**config.mk**
```make
export PLATFORM = sky130hd
export DESIGN_NAME = slice_sequencer_ctrl
export DESIGN_NICKNAME = d
export VERILOG_FILES = /design/src/rtl/nibbler_ctrl_pkg.sv /design/src/rtl/slice_seq_counter.sv /design/src/rtl/slice_sequencer_ctrl.sv
export SDC_FILE = /design/constraint.sdc
export NUM_CORES = 1
export LEC_CHECK = 0
export ABC_AREA = 1
export BUFFER_PORTS_ARGS = -buffer_cell sky130_fd_sc_hd__buf_2
export CAP_MARGIN = 15
export CORE_MARGIN = 1
export CORE_UTILIZATION = 41
export DETAILED_ROUTE_END_ITERATION = 7
export PLACE_DENSITY = 0.75
export SLEW_MARGIN = 20
export SYNTH_ARGS = -nofsm -noshare
export SYNTH_HDL_FRONTEND = slang
export SYNTH_SLANG_ARGS = --single-unit
```
**constraint.sdc**
```tcl
create_clock -name clk -period 2.4 [get_ports clk]
set_input_delay 0.36 -clock clk [delete_from_list [all_inputs] [get_ports clk]]
set_output_delay 0.36 -clock clk [all_outputs]
set_load 0.02 [all_outputs]
```
**src/rtl/nibbler_ctrl_pkg.sv**
```systemverilog
// Shared constants and types for the Nibbler slice sequencer.
package nibbler_ctrl_pkg;

  localparam int N_SLICES_DEF = 8;
  localparam int IDX_BITS_DEF = 3;

  localparam logic DIR_ASC  = 1'b1;
  localparam logic DIR_DESC = 1'b0;

  typedef enum logic [1:0] {
    IDLE = 2'd0,
    PREP = 2'd1,
    RUN  = 2'd2
  } seq_state_e;

endpackage

```
**src/rtl/slice_seq_counter.sv**
```systemverilog
// Slice counter plus demux-index mirror. Produces the first/last flags for the current slice.
module slice_seq_counter
  import nibbler_ctrl_pkg::*;
#(
  parameter int N_SLICES = N_SLICES_DEF,
  parameter int IDX_BITS = IDX_BITS_DEF
) (
  input  logic                clk,
  input  logic                reset,
  input  logic                load_max_i,
  input  logic                step_i,
  input  logic                dir_i,
  output logic [IDX_BITS-1:0] idx_o,
  output logic                first_o,
  output logic                last_o
);

  localparam int CNT_W = IDX_BITS + 1;

  logic [CNT_W-1:0]    cnt_q, cnt_d;
  logic [IDX_BITS-1:0] idx_q, idx_d;

  assign first_o = (cnt_q == '0);
  assign last_o  = (cnt_q == CNT_W'(N_SLICES - 1));
  assign idx_o   = idx_q;

  // The last slice always lands the mirror on 0 so idle implies index 0 in either direction.
  always_comb begin
    cnt_d = cnt_q;
    idx_d = idx_q;
    if (load_max_i) begin
      idx_d = IDX_BITS'(N_SLICES - 1);
    end else if (step_i) begin
      if (last_o) begin
        cnt_d = '0;
        idx_d = '0;
      end else begin
        cnt_d = cnt_q + 1'b1;
        idx_d = (dir_i == DIR_ASC) ? idx_q + 1'b1 : idx_q - 1'b1;
      end
    end
  end

  always_ff @(posedge clk) begin
    if (reset) begin
      cnt_q <= '0;
      idx_q <= '0;
    end else begin
      cnt_q <= cnt_d;
      idx_q <= idx_d;
    end
  end

endmodule

```
**src/rtl/slice_sequencer_ctrl.sv**
```systemverilog
// Sequences one slice pass per request, steering the external shift-demux so it rests at 0 when idle.
module slice_sequencer_ctrl
  import nibbler_ctrl_pkg::*;
#(
  parameter int N_SLICES = N_SLICES_DEF,
  parameter int IDX_BITS = IDX_BITS_DEF
) (
  input  logic                clk,
  input  logic                reset,
  input  logic                req_val,
  output logic                req_rdy,
  input  logic                req_dir,
  input  logic                stall,
  output logic                dmx_en,
  output logic                dmx_dir,
  output logic                slice_val,
  output logic [IDX_BITS-1:0] slice_idx,
  output logic                slice_first,
  output logic                slice_last,
  output logic                done,
  output logic                busy
);

  seq_state_e          state_q;
  logic                dir_q;
  logic                rdy_q, busy_q;
  logic                run, consume;
  logic                first, last;
  logic [IDX_BITS-1:0] idx;

  assign run     = (state_q == RUN);
  assign consume = run && !stall && !reset;

  slice_seq_counter #(
    .N_SLICES (N_SLICES),
    .IDX_BITS (IDX_BITS)
  ) u_cnt (
    .clk        (clk),
    .reset      (reset),
    .load_max_i (state_q == PREP),
    .step_i     (consume),
    .dir_i      (dir_q),
    .idx_o      (idx),
    .first_o    (first),
    .last_o     (last)
  );

  // PREP walks the demux 0 -> N-1 so a descending pass starts at the top slice.
  assign dmx_en      = (state_q == PREP) || (consume && (dir_q == DIR_ASC || !last));
  assign dmx_dir     = run && dir_q;
  assign slice_val   = run;
  assign slice_idx   = idx;
  assign slice_first = run && first;
  assign slice_last  = run && last;
  assign done        = consume && last;
  assign req_rdy     = rdy_q;
  assign busy        = busy_q;

  always_ff @(posedge clk) begin
    if (reset) begin
      state_q <= IDLE;
      dir_q   <= DIR_ASC;
      rdy_q   <= 1'b1;
      busy_q  <= 1'b0;
    end else begin
      case (state_q)
        IDLE: if (req_val) begin
          dir_q   <= req_dir;
          state_q <= (req_dir == DIR_ASC) ? RUN : PREP;
          rdy_q   <= 1'b0;
          busy_q  <= 1'b1;
        end
        PREP: state_q <= RUN;
        RUN: if (done) begin
          state_q <= IDLE;
          rdy_q   <= 1'b1;
          busy_q  <= 1'b0;
        end
        default: begin
          state_q <= IDLE;
          rdy_q   <= 1'b1;
          busy_q  <= 1'b0;
        end
      endcase
    end
  end

  a_idle_idx0: assert property (@(posedge clk) disable iff (reset)
    (state_q == IDLE) |-> (idx == '0));
  a_idle_no_en: assert property (@(posedge clk) disable iff (reset)
    (state_q == IDLE) |-> !dmx_en);

endmodule

```
==> flow_metrics.py, run 1 <==
metrics = {
    "cts": {
        "cts_resized": 0,
        "h-tree-depth": 1,
        "hold_buffers": 0,
        "cts_setup_buffers": 0,
        "cts_sinks": 12,
        "clock_latency_ns": 0.27,
        "clkSlewWorstSetupHoldPaths_ns": 0.07,
        "cts_buffer_depth": 2,
        "cts_buffers": 3,
        "cts_tree": "built",
        "cts_root_buf": "clkbuf_4",
    },
    "timing": {
        "finalCriticalPeriod_ns": 1.918,
        "rsz0062_at_grt": "false",
        "setup_violations": 0,
        "period_share": 0.7993,
        "fmax_mhz": 521.3,
        "setup_tns_ns": 0,
        "relSlewSlack": 0.7674,
        "hold_viol": 0,
        "skew_ns": 0.005793,
        "drv_slew": 0,
        "worst_pin_slew_ns": 0.3476,
    },
    "synth": {
        "synthXorXnorAreaFrac": 0.01268,
        "synth_compound_area_frac": 0.1467,
        "post_synth_instance_area_um2": 690.7,
        "syn_inst": 90,
        "ys_warn_count": 0,
        "synth-simple-area-share": 0.2953,
        "synth_top_family_by_area": "simple AND/OR/NAND/NOR gates",
        "synth_seq_cells": 12,
        "synth.area.mux_share": 0,
        "syn-num-nets": 98,
        "synth-seq-area-share": 0.3478,
        "syn_area_per_cell_um2": 7.674,
        "synth_fa_ha_area_frac": 0.06522,
        "ys_types": 25,
    },
    "route": {
        "via_per_inst": 5.098,
        "vias": 622,
        "routed_wl_um": 1289,
        "drtIter0Drc": 10,
        "ant_nets": 0,
        "wire_per_inst_um": 10.57,
        "drt_pass1_iterations": 4,
        "route.detailed.drc": 0,
    },
    "die": {
        "pin_count": 16,
        "initial_core_util": 0.4481,
        "die_h_um": 43.05,
        "core-area_um2": 1541,
        "rows": 14,
        "die_area_um2": 1853,
        "die_w_um": 43.05,
    },
    "global_routing": {
        "antenna_found_initial": 0,
        "grt_max_degree": 12,
        "grt_pass1_vias": 548,
        "globalRouteTotalUtil": 0.1615,
        "grt-ovfl-total": 0,
        "grt_pass1_wl_um": 2270,
    },
    "placed_design": {
        "dp_cells": 119,
        "post-dp-hpwl_um": 1009,
        "port_buffers": 15,
        "routabilityCongestion": 0.7472,
    },
    "hold_path": {
        "hp-class": "input port to flop",
        "hold_start": "req_dir",
        "hold_depth": 2,
        "min_to": "state_q[0]$_SDFFE_PP0P_",
    },
    "critical_path": {
        "critical_path_class": "flop to primary output",
        "worstPathRequired_ns": 2.04,
        "slowest_stage": "dfxtp_1",
        "rr_worst_depth": 6,
        "worstPathCellList": "ha_1 -> nand3_1 -> o21ai_0 -> nand2_1 -> buf_2",
        "rr_startpoint": "u_cnt.cnt_q[0]$_SDFFE_PP0P_",
        "r2r_setup_slack_ns": 0.90,
        "r2r_end": "busy$_SDFFE_PP0P_",
        "arrival_ns": 1.56,
        "worstSetupEndpointType": "primary output",
        "max_stage_delay_ns": 0.38,
        "crit_fanout": 6,
        "start_kind": "flop",
    },
    "power": {
        "p_leak_uw": 0.0003957,
        "p_per_area_nw_per_um2": 600.6,
        "ir_drop_uv": 419.5,
    },
    "cells_and_area": {
        "stdcell_count": 122,
        "diodes": 0,
        "fin_nets": 116,
        "drive_gt1_frac": 0.2736,
        "syn_to_final_growth_pct": 13.77,
    },
    "flow_run": {
        "maxCapViolCount": 0,
    },
    "status": {
        "status": "finished, final reports clean",
    },
}
-- per-layer routing --
layer,vias up,track usage,wire (um),part of all wire
met5,-,0,0,0
met4,0,0.09091,28,0.022
met2,22,0.2455,574,0.45
met3,5,0.02553,81,0.063
met1,270,0.2164,605,0.47
li1,325,-,-,-
-- cells in the final DEF (no fill, tap or decap), drive strengths merged --
| cell type | n |
|---|---|
| inv | 17 |
| buf | 15 |
| nand2 | 14 |
| a21oi | 12 |
| dfxtp | 12 |
| nor2 | 11 |
| nand3 | 7 |
| o21ai | 4 |
| clkbuf | 3 |
| ha | 2 |
| nor3 | 2 |
| o21bai | 1 |
| nor4 | 1 |
| a31oi | 1 |
| nand4 | 1 |
| xnor2 | 1 |
| or2 | 1 |
| fa | 1 |
-- worst max-delay path: cells and delay by family (launching register included) --
family	cells	cell delay, ns
flops	1	0.38
simple gates	2	0.30
compound gates	1	0.23
fa+ha+maj	1	0.21
buf+inv	1	0.16
-- kinds of logic after synthesis --
| family | after synthesis |
|---|---|
| and+or+nand+nor | 37 |
| AOI/OAI and AO/OA | 18 |
| adders and majority gates | 3 |
| buffers and inverters | 19 |
| DFF | 12 |
| xor gates and xnor gates | 1 |
-- area by class of cell --
type	instances	area, um2
Sequential cell	12	240.2
Timing Repair Buffer	15	75.07
Multi-Input combinational cell	59	359.1
Inverter	17	68.82
Clock buffer	3	22.52
Fill cell	159	755.7
Tap cell	16	20.02
-- how the worst max path moves through the flow --
stage,startpoint,endpoint,cells past startpoint
after floorplan,reset,done,7
after global routing,u_cnt.cnt_q[0]$_SDFFE_PP0P_,dmx_en,5
after global placement,u_cnt.cnt_q[0]$_SDFFE_PP0P_,dmx_en,5
final,u_cnt.cnt_q[0]$_SDFFE_PP0P_,dmx_en,5
after CTS,u_cnt.cnt_q[0]$_SDFFE_PP0P_,dmx_en,5
after detailed placement,u_cnt.cnt_q[0]$_SDFFE_PP0P_,dmx_en,5
-- power breakdown --
group	internal [uW]	leakage [uW]	switching [uW]
combinational	44.1	0.000284	77.3
clock	58.2	0.0000138	64.0
sequential	215	0.0000983	13.6
-- flip-flops by register name, indices dropped and copies added (netlist names) --
| name | count |
|---|---|
| u_cnt.idx_o | 3 |
| dir_q | 1 |
| req_rdy | 1 |
| busy | 1 |
| state_q | 2 |
| u_cnt.cnt_q | 4 |
-- Yosys cell counts (all sizes together) --
library cell | instances | share of area
xnor2 | 1 | 0.013
fa | 1 | 0.029
nor4 | 1 | 0.0091
o21ai | 4 | 0.034
dfxtp | 12 | 0.35
nand3 | 7 | 0.051
nand2 | 14 | 0.098
nand4 | 1 | 0.0091
or2 | 1 | 0.0091
nor3 | 2 | 0.022
o21bai | 1 | 0.016
inv | 17 | 0.10
ha | 2 | 0.036
a31oi | 1 | 0.0091
a21oi | 12 | 0.087
buf | 2 | 0.033
nor2 | 11 | 0.098
-- metrics by stage --
stage	setup WS (ns)	utilization	hold WS, ns	cell area [um2]	total power [uW]
2_1_floorplan	0.8756	-	0.4357	690.7	324.0
3_3_place_gp	0.7431	0.4951	0.4571	763.2	351.8
3_5_place_dp	0.7834	0.4951	0.4538	763.2	353.6
4_1_cts	0.4763	0.5097	0.2727	785.8	474.9
5_1_grt	0.3919	0.5097	0.2856	785.8	498.1
6_report	0.4818	0.5097	0.2740	785.8	472.0
No activity file was read; power rests on OpenSTA's default activity.
==> run 2: changes to the inputs <==
Settings changed: ABC_AREA 1 to 0, PLACE_DENSITY 0.75 to 0.76.
Clock period 2.4 ns to 1.9 ns, I/O delays scaled along.
==> run 2 against run 1 <==
Effect of this change:
- sequential cell count is the same
- critical path type unchanged
- worst hold slack lost 0.067 ns
- critical path depth shrank 2
- setup slack lost 0.38 ns
- first-iteration DRC count is 10% higher
- clock skew shrank 0.0032 ns
==> flow_metrics.py, run 2 <==
metrics = {
    "status": {
        "status": "finished, final reports clean",
    },
    "cts": {
        "hold_buffers": 0,
        "h-tree-depth": 1,
        "cts_root_buf": "clkbuf_4",
        "clkSlewWorstSetupHoldPaths_ns": 0.07,
        "cts_buffers": 3,
        "cts_sinks": 12,
        "clock_latency_ns": 0.27,
        "cts_buffer_depth": 2,
        "cts_tree": "built",
    },
    "hold_path": {
        "hold_depth": 2,
        "min_to": "state_q[0]$_SDFFE_PP0P_",
        "hold_start": "req_dir",
        "hp-class": "input port to flop",
    },
    "die": {
        "core-area_um2": 1334,
        "rows": 13,
        "initial_core_util": 0.4465,
        "pin_count": 16,
        "die_w_um": 40.12,
        "die_area_um2": 1609,
        "die_h_um": 40.12,
    },
    "synth": {
        "synth_edf_count": 0,
        "netlist_top_cells_area": "dfxtp_1, nand2_1, ha_1",
        "synthArstFlopShare": 0,
        "syn-num-nets": 77,
        "synth-seq-area-share": 0.4034,
        "synth_most_common_cell": "dfxtp_1",
        "syn_area_per_cell_um2": 8.631,
        "ys_types": 28,
        "synth_top_area_cell": "dfxtp_1",
        "synth_seq_cells": 12,
        "post_synth_instance_area_um2": 595.6,
        "ys_warn_count": 0,
        "synth-main-ff-cell": "dfxtp_1",
        "synth.top_cell.area_share": 0.4034,
        "syn_inst": 69,
        "yosys-top-cells-count": "dfxtp_1, nand2_1, nor2_1, inv_1, a21oi_1",
    },
    "timing": {
        "period_share": 0.9487,
        "setup_violations": 0,
        "worst_pin_slew_ns": 0.3530,
        "drv_slew": 0,
        "hold_viol": 0,
        "relSlewSlack": 0.7613,
        "rsz0062_at_grt": "false",
        "finalCriticalPeriod_ns": 1.803,
        "skew_ns": 0.002602,
        "setup_tns_ns": 0,
        "fmax_mhz": 554.8,
    },
    "critical_path": {
        "r2r_setup_slack_ns": 0.24,
        "critical_path_class": "flop to primary output",
        "worstPathCellList": "or4b_4 -> nor2_1 -> buf_2",
        "slowest_stage": "or4b_4",
        "crit_fanout": 10,
        "r2r_end": "u_cnt.cnt_q[3]$_SDFFE_PP0P_",
        "worstSetupEndpointType": "primary output",
        "start_kind": "flop",
        "crit_buf_inv": 1,
        "max_stage_delay_ns": 0.61,
        "critPathTopFamily": "simple AND/OR/NAND/NOR gates",
        "rr_startpoint": "state_q[0]$_SDFFE_PP0P_",
        "arrival_ns": 1.52,
        "rr_worst_depth": 3,
        "worstPathRequired_ns": 1.62,
    },
    "cells_and_area": {
        "final_cell_mix": "buf_2, dfxtp_1, nand2_1, nor2_1, buf_4",
        "diodes": 0,
        "drive_gt1_frac": 0.2747,
        "largest-register": "u_cnt.cnt_q",
        "fin_nets": 101,
        "final_area_um2": 752.0,
        "nFillCells": 135,
        "syn_to_final_growth_pct": 26.26,
        "largest_reg_flops": 4,
        "final_common_cell": "buf_2",
    },
    "power": {
        "p_leak_uw": 0.0003320,
        "p_per_area_nw_per_um2": 696.5,
        "ir_drop_uv": 582.5,
    },
    "route": {
        "ant_nets": 0,
        "route.detailed.drc": 0,
        "drtIter0Drc": 11,
        "drt_pass1_iterations": 4,
        "via_per_inst": 5.349,
        "routed_wl_um": 1235,
        "vias": 567,
        "wire_per_inst_um": 11.65,
    },
    "placed_design": {
        "port_buffers": 15,
        "post-dp-hpwl_um": 914.8,
        "routabilityCongestion": 0.6969,
        "placed_area_um2": 703.2,
    },
    "global_routing": {
        "grt_pass1_wl_um": 2049,
        "grt_max_degree": 15,
        "antenna_found_initial": 0,
        "grt_pass1_vias": 460,
        "grt-ovfl-total": 0,
        "globalRouteTotalUtil": 0.1956,
    },
    "flow_run": {
        "maxCapViolCount": 0,
    },
}
## run 2: cell types whose count changed in the layout (fill, tap and decap cells not counted), moves of 4 or more
cell | previous run | this run
nand3_1 | 7 | 3
a21oi_1 | 12 | 4
inv_1 | 15 | 5
buf_4 | 0 | 6
nand2_1 | 12 | 7
## run 2: worst max path at each step
stage,startpoint,to,slack (ns),cells past startpoint
final,state_q[0]$_SDFFE_PP0P_,done,0.1,3
after global routing,state_q[1]$_SDFFE_PP0P_,dmx_en,0.01,5
after CTS,u_cnt.cnt_q[0]$_SDFFE_PP0P_,dmx_en,0.02,5
after detailed placement,stall,u_cnt.cnt_q[3]$_SDFFE_PP0P_,0.11,4
after global placement,stall,u_cnt.cnt_q[3]$_SDFFE_PP0P_,0.14,4
after floorplan,state_q[0]$_SDFFE_PP0P_,u_cnt.cnt_q[3]$_SDFFE_PP0P_,0.26,4
## run 2: per-layer routing
| metal | wire length, um | global-route usage |
|---|---|---|
| met3 | 84 | 0.08889 |
| met1 | 621 | 0.2646 |
| met5 | 0 | 0 |
| met4 | 9 | 0.05172 |
| met2 | 519 | 0.2782 |
## run 2: what timing repair did
action / in CTS / in global routing
resized for setup: 1 / 0
buffers inserted: 0 / 3
setup endpoints to repair: 1 / 1
## run 2: logic make-up (layout without fill, tap and decap cells)
group | after synthesis | in the layout | synth area share
simple gates | 31 | 31 | 0.2983
compound gates | 15 | 15 | 0.1618
flops | 12 | 12 | 0.4034
buf+inv | 7 | 29 | 0.04621
fa+ha+maj | 3 | 3 | 0.07562
xor+xnor | 1 | 1 | 0.01471
## run 2: area by class of cell
| cell class | instances | area [um2] | share of cell area |
|---|---|---|---|
| multi-input cells | 50 | 331.6 | 0.4409 |
| clock buffers | 3 | 22.52 | 0.02995 |
| inverters | 5 | 18.77 | 0.02496 |
| repair buffers | 21 | 120.1 | 0.1597 |
| flip-flops and latches | 12 | 240.2 | 0.3195 |
| well taps | 15 | 18.77 | 0.02496 |
## run 2: metrics by stage
| stage | total power (uW) | hold slack, ns | std cells | worst slack, ns | util |
|---|---|---|---|---|---|
| finish | 523.7 | 0.2072 | 106 | 0.09745 | 0.5638 |
| global route | 562.2 | 0.2030 | 106 | 0.01459 | 0.5638 |
| CTS | 530.0 | 0.2033 | 103 | 0.02357 | 0.5469 |
| detailed placement | 378.7 | 0.4503 | 100 | 0.1137 | 0.5272 |
| global placement | 376.6 | 0.4438 | 100 | 0.1442 | 0.5272 |
| floorplan | 343.9 | 0.3631 | 69 | 0.2590 | - |
## run 2: report_power, final
part           switching (uW)  leakage (uW)  internal, uW
sequential               10.8     0.0000983           266
combinational            57.3      0.000220          39.1
clock                    77.3     0.0000138          73.3
==> run 3: changes to the inputs <==
Settings changed: CORE_AREA from default to 2 2 39 41, CORE_MARGIN 1 to default, CORE_UTILIZATION 41 to default, DIE_AREA from default to 0 0 41 43, PLACE_DENSITY 0.76 to 0.81.
==> run 3 against run 2 <==
Effect of this change:
- total power is 0.39% higher
- clock power hardly changed
- worst hold slack better by 0.0028 ns
- cell count is 0.94% higher
- non-clock buffer count stayed put
- cell area stayed put
==> flow_metrics.py, run 3 (synthesis gave the netlist of run 2 again) <==
metrics = {
    "status": {
        "status": "finished, final reports clean",
    },
    "power": {
        "pwr-share-clk": 0.289,
        "ir_drop_uv": 369.7,
        "p_int_uw": 376.7,
        "switching_power_uw": 149.1,
        "p_leak_uw": 0.0003262,
        "seqPwrFrac": 0.531,
        "p_per_area_nw_per_um2": 699.2,
        "switching_share": 0.2835,
        "power_frac_comb": 0.180,
        "fin_total_pwr_uw": 525.8,
    },
    "route": {
        "route.detailed.drc": 0,
        "wire_per_inst_um": 12.79,
        "drt_pass1_iterations": 4,
        "ant_nets": 0,
        "drtIter0Drc": 15,
        "routed_wl_um": 1369,
        "vias": 581,
        "via_per_inst": 5.430,
    },
    "critical_path": {
        "worstPathRequired_ns": 1.62,
        "start_kind": "flop",
        "crit_fanout": 7,
        "rr_startpoint": "state_q[0]$_SDFFE_PP0P_",
        "critical_path_class": "flop to primary output",
        "arrival_ns": 1.52,
        "worstSetupEndpointType": "primary output",
        "crit_path_start": "state_q[0]$_SDFFE_PP0P_",
    },
    "timing": {
        "drv_slew": 0,
        "hold_viol": 0,
        "relSlewSlack": 0.7467,
        "hold_slack_ns": 0.2100,
        "skew_ns": 0.002943,
        "setup_tns_ns": 0,
        "finalCriticalPeriod_ns": 1.802,
        "fmax_mhz": 555.1,
        "worst_pin_slew_ns": 0.3747,
        "period_share": 0.9482,
        "setup_violations": 0,
    },
    "placed_design": {
        "routabilityCongestion": 0.7099,
        "post-dp-hpwl_um": 999.7,
        "port_buffers": 15,
        "placed_area_um2": 704.4,
    },
    "global_routing": {
        "grt_pass1_wl_um": 2049,
        "globalRouteTotalUtil": 0.1744,
        "antenna_found_initial": 0,
        "grt_pass1_vias": 461,
        "grt_max_degree": 15,
        "grt-ovfl-total": 0,
    },
    "cts": {
        "cts_buffers": 3,
        "cts_sinks": 12,
        "h-tree-depth": 1,
        "clkSlewWorstSetupHoldPaths_ns": 0.07,
        "clock_latency_ns": 0.27,
        "cts_root_buf": "clkbuf_4",
        "cts_buffer_depth": 2,
        "cts_tree": "built",
        "hold_buffers": 0,
    },
    "cells_and_area": {
        "largest-register": "u_cnt.cnt_q",
        "drive_gt1_frac": 0.2747,
        "fin_nets": 101,
        "diodes": 0,
        "final_common_cell": "buf_2",
        "largest_reg_flops": 4,
        "syn_to_final_growth_pct": 26.26,
        "final_cell_mix": "buf_2, dfxtp_1, nand2_1, nor2_1, buf_4",
        "fin_util": 0.5434,
        "final_area_um2": 752.0,
    },
    "hold_path": {
        "hold_start": "req_dir",
        "hp-class": "input port to flop",
    },
    "die": {
        "die_w_um": 41,
        "pin_count": 16,
        "die_h_um": 43,
        "core-area_um2": 1384,
        "die_area_um2": 1763,
        "initial_core_util": 0.4304,
        "rows": 14,
    },
    "flow_run": {
        "maxCapViolCount": 0,
    },
}
run 3: cell count changes in the layout (fill, tap and decap cells not counted):
cell / delta
or4b_4: -1
or4b_1: +1
ha_1: -1
ha_2: +1
run 3: worst max-delay path: stages, from the launching register on:
cell and delay [ns]:
dfxtp_1 0.36, or4b_1 0.61, nor2_1 0.12, buf_2 0.17
run 3: layout make-up:
type	instances	area, um2
clock buffer	3	22.52
inverter	5	18.77
timing repair buffer	21	120.1
multi-input combinational	50	330.3
sequential	12	240.2
tap	16	20.02
fill	130	631.9
run 3: what timing repair did:
| action | 4_1_cts | 5_1_grt |
|---|---|---|
| setup endpoints to repair | 0 | 1 |
| resized for setup | 0 | 1 |
| buffers inserted | 0 | 3 |
run 3: worst paths after layout:
path                                 end  cells after the start  slack, ns
max                                 done                      3        0.1
min              state_q[0]$_SDFFE_PP0P_                      2       0.21
max reg2reg  u_cnt.cnt_q[3]$_SDFFE_PP0P_                      3       0.25
min reg2reg         req_rdy$_SDFFE_PP1P_                      1       0.48
run 3: through the flow:
step	setup slack, ns	std cells
3_3_place_gp	0.2350	101
4_1_cts	0.03239	104
6_report	0.09843	107
2_1_floorplan	0.2590	69
5_1_grt	-0.002663	107
3_5_place_dp	0.2207	101
run 3: power groups by stage:
stage	logic (uW)	registers, uW	clock network [uW]
floorplan	50.5	293	0
global placement	91.8	284	0
detailed placement	94.6	285	0
CTS	94.6	279	156
global route	104	282	170
finish	94.8	279	152
run 3: per-layer routing:
metal,wire [um],track usage,share of wire,up-vias
li1,-,-,-,292
met1,617,0.2182,0.45,266
met2,658,0.2438,0.48,19
met3,60,0.05236,0.044,4
met4,32,0.1200,0.023,0
met5,0,0,0,-
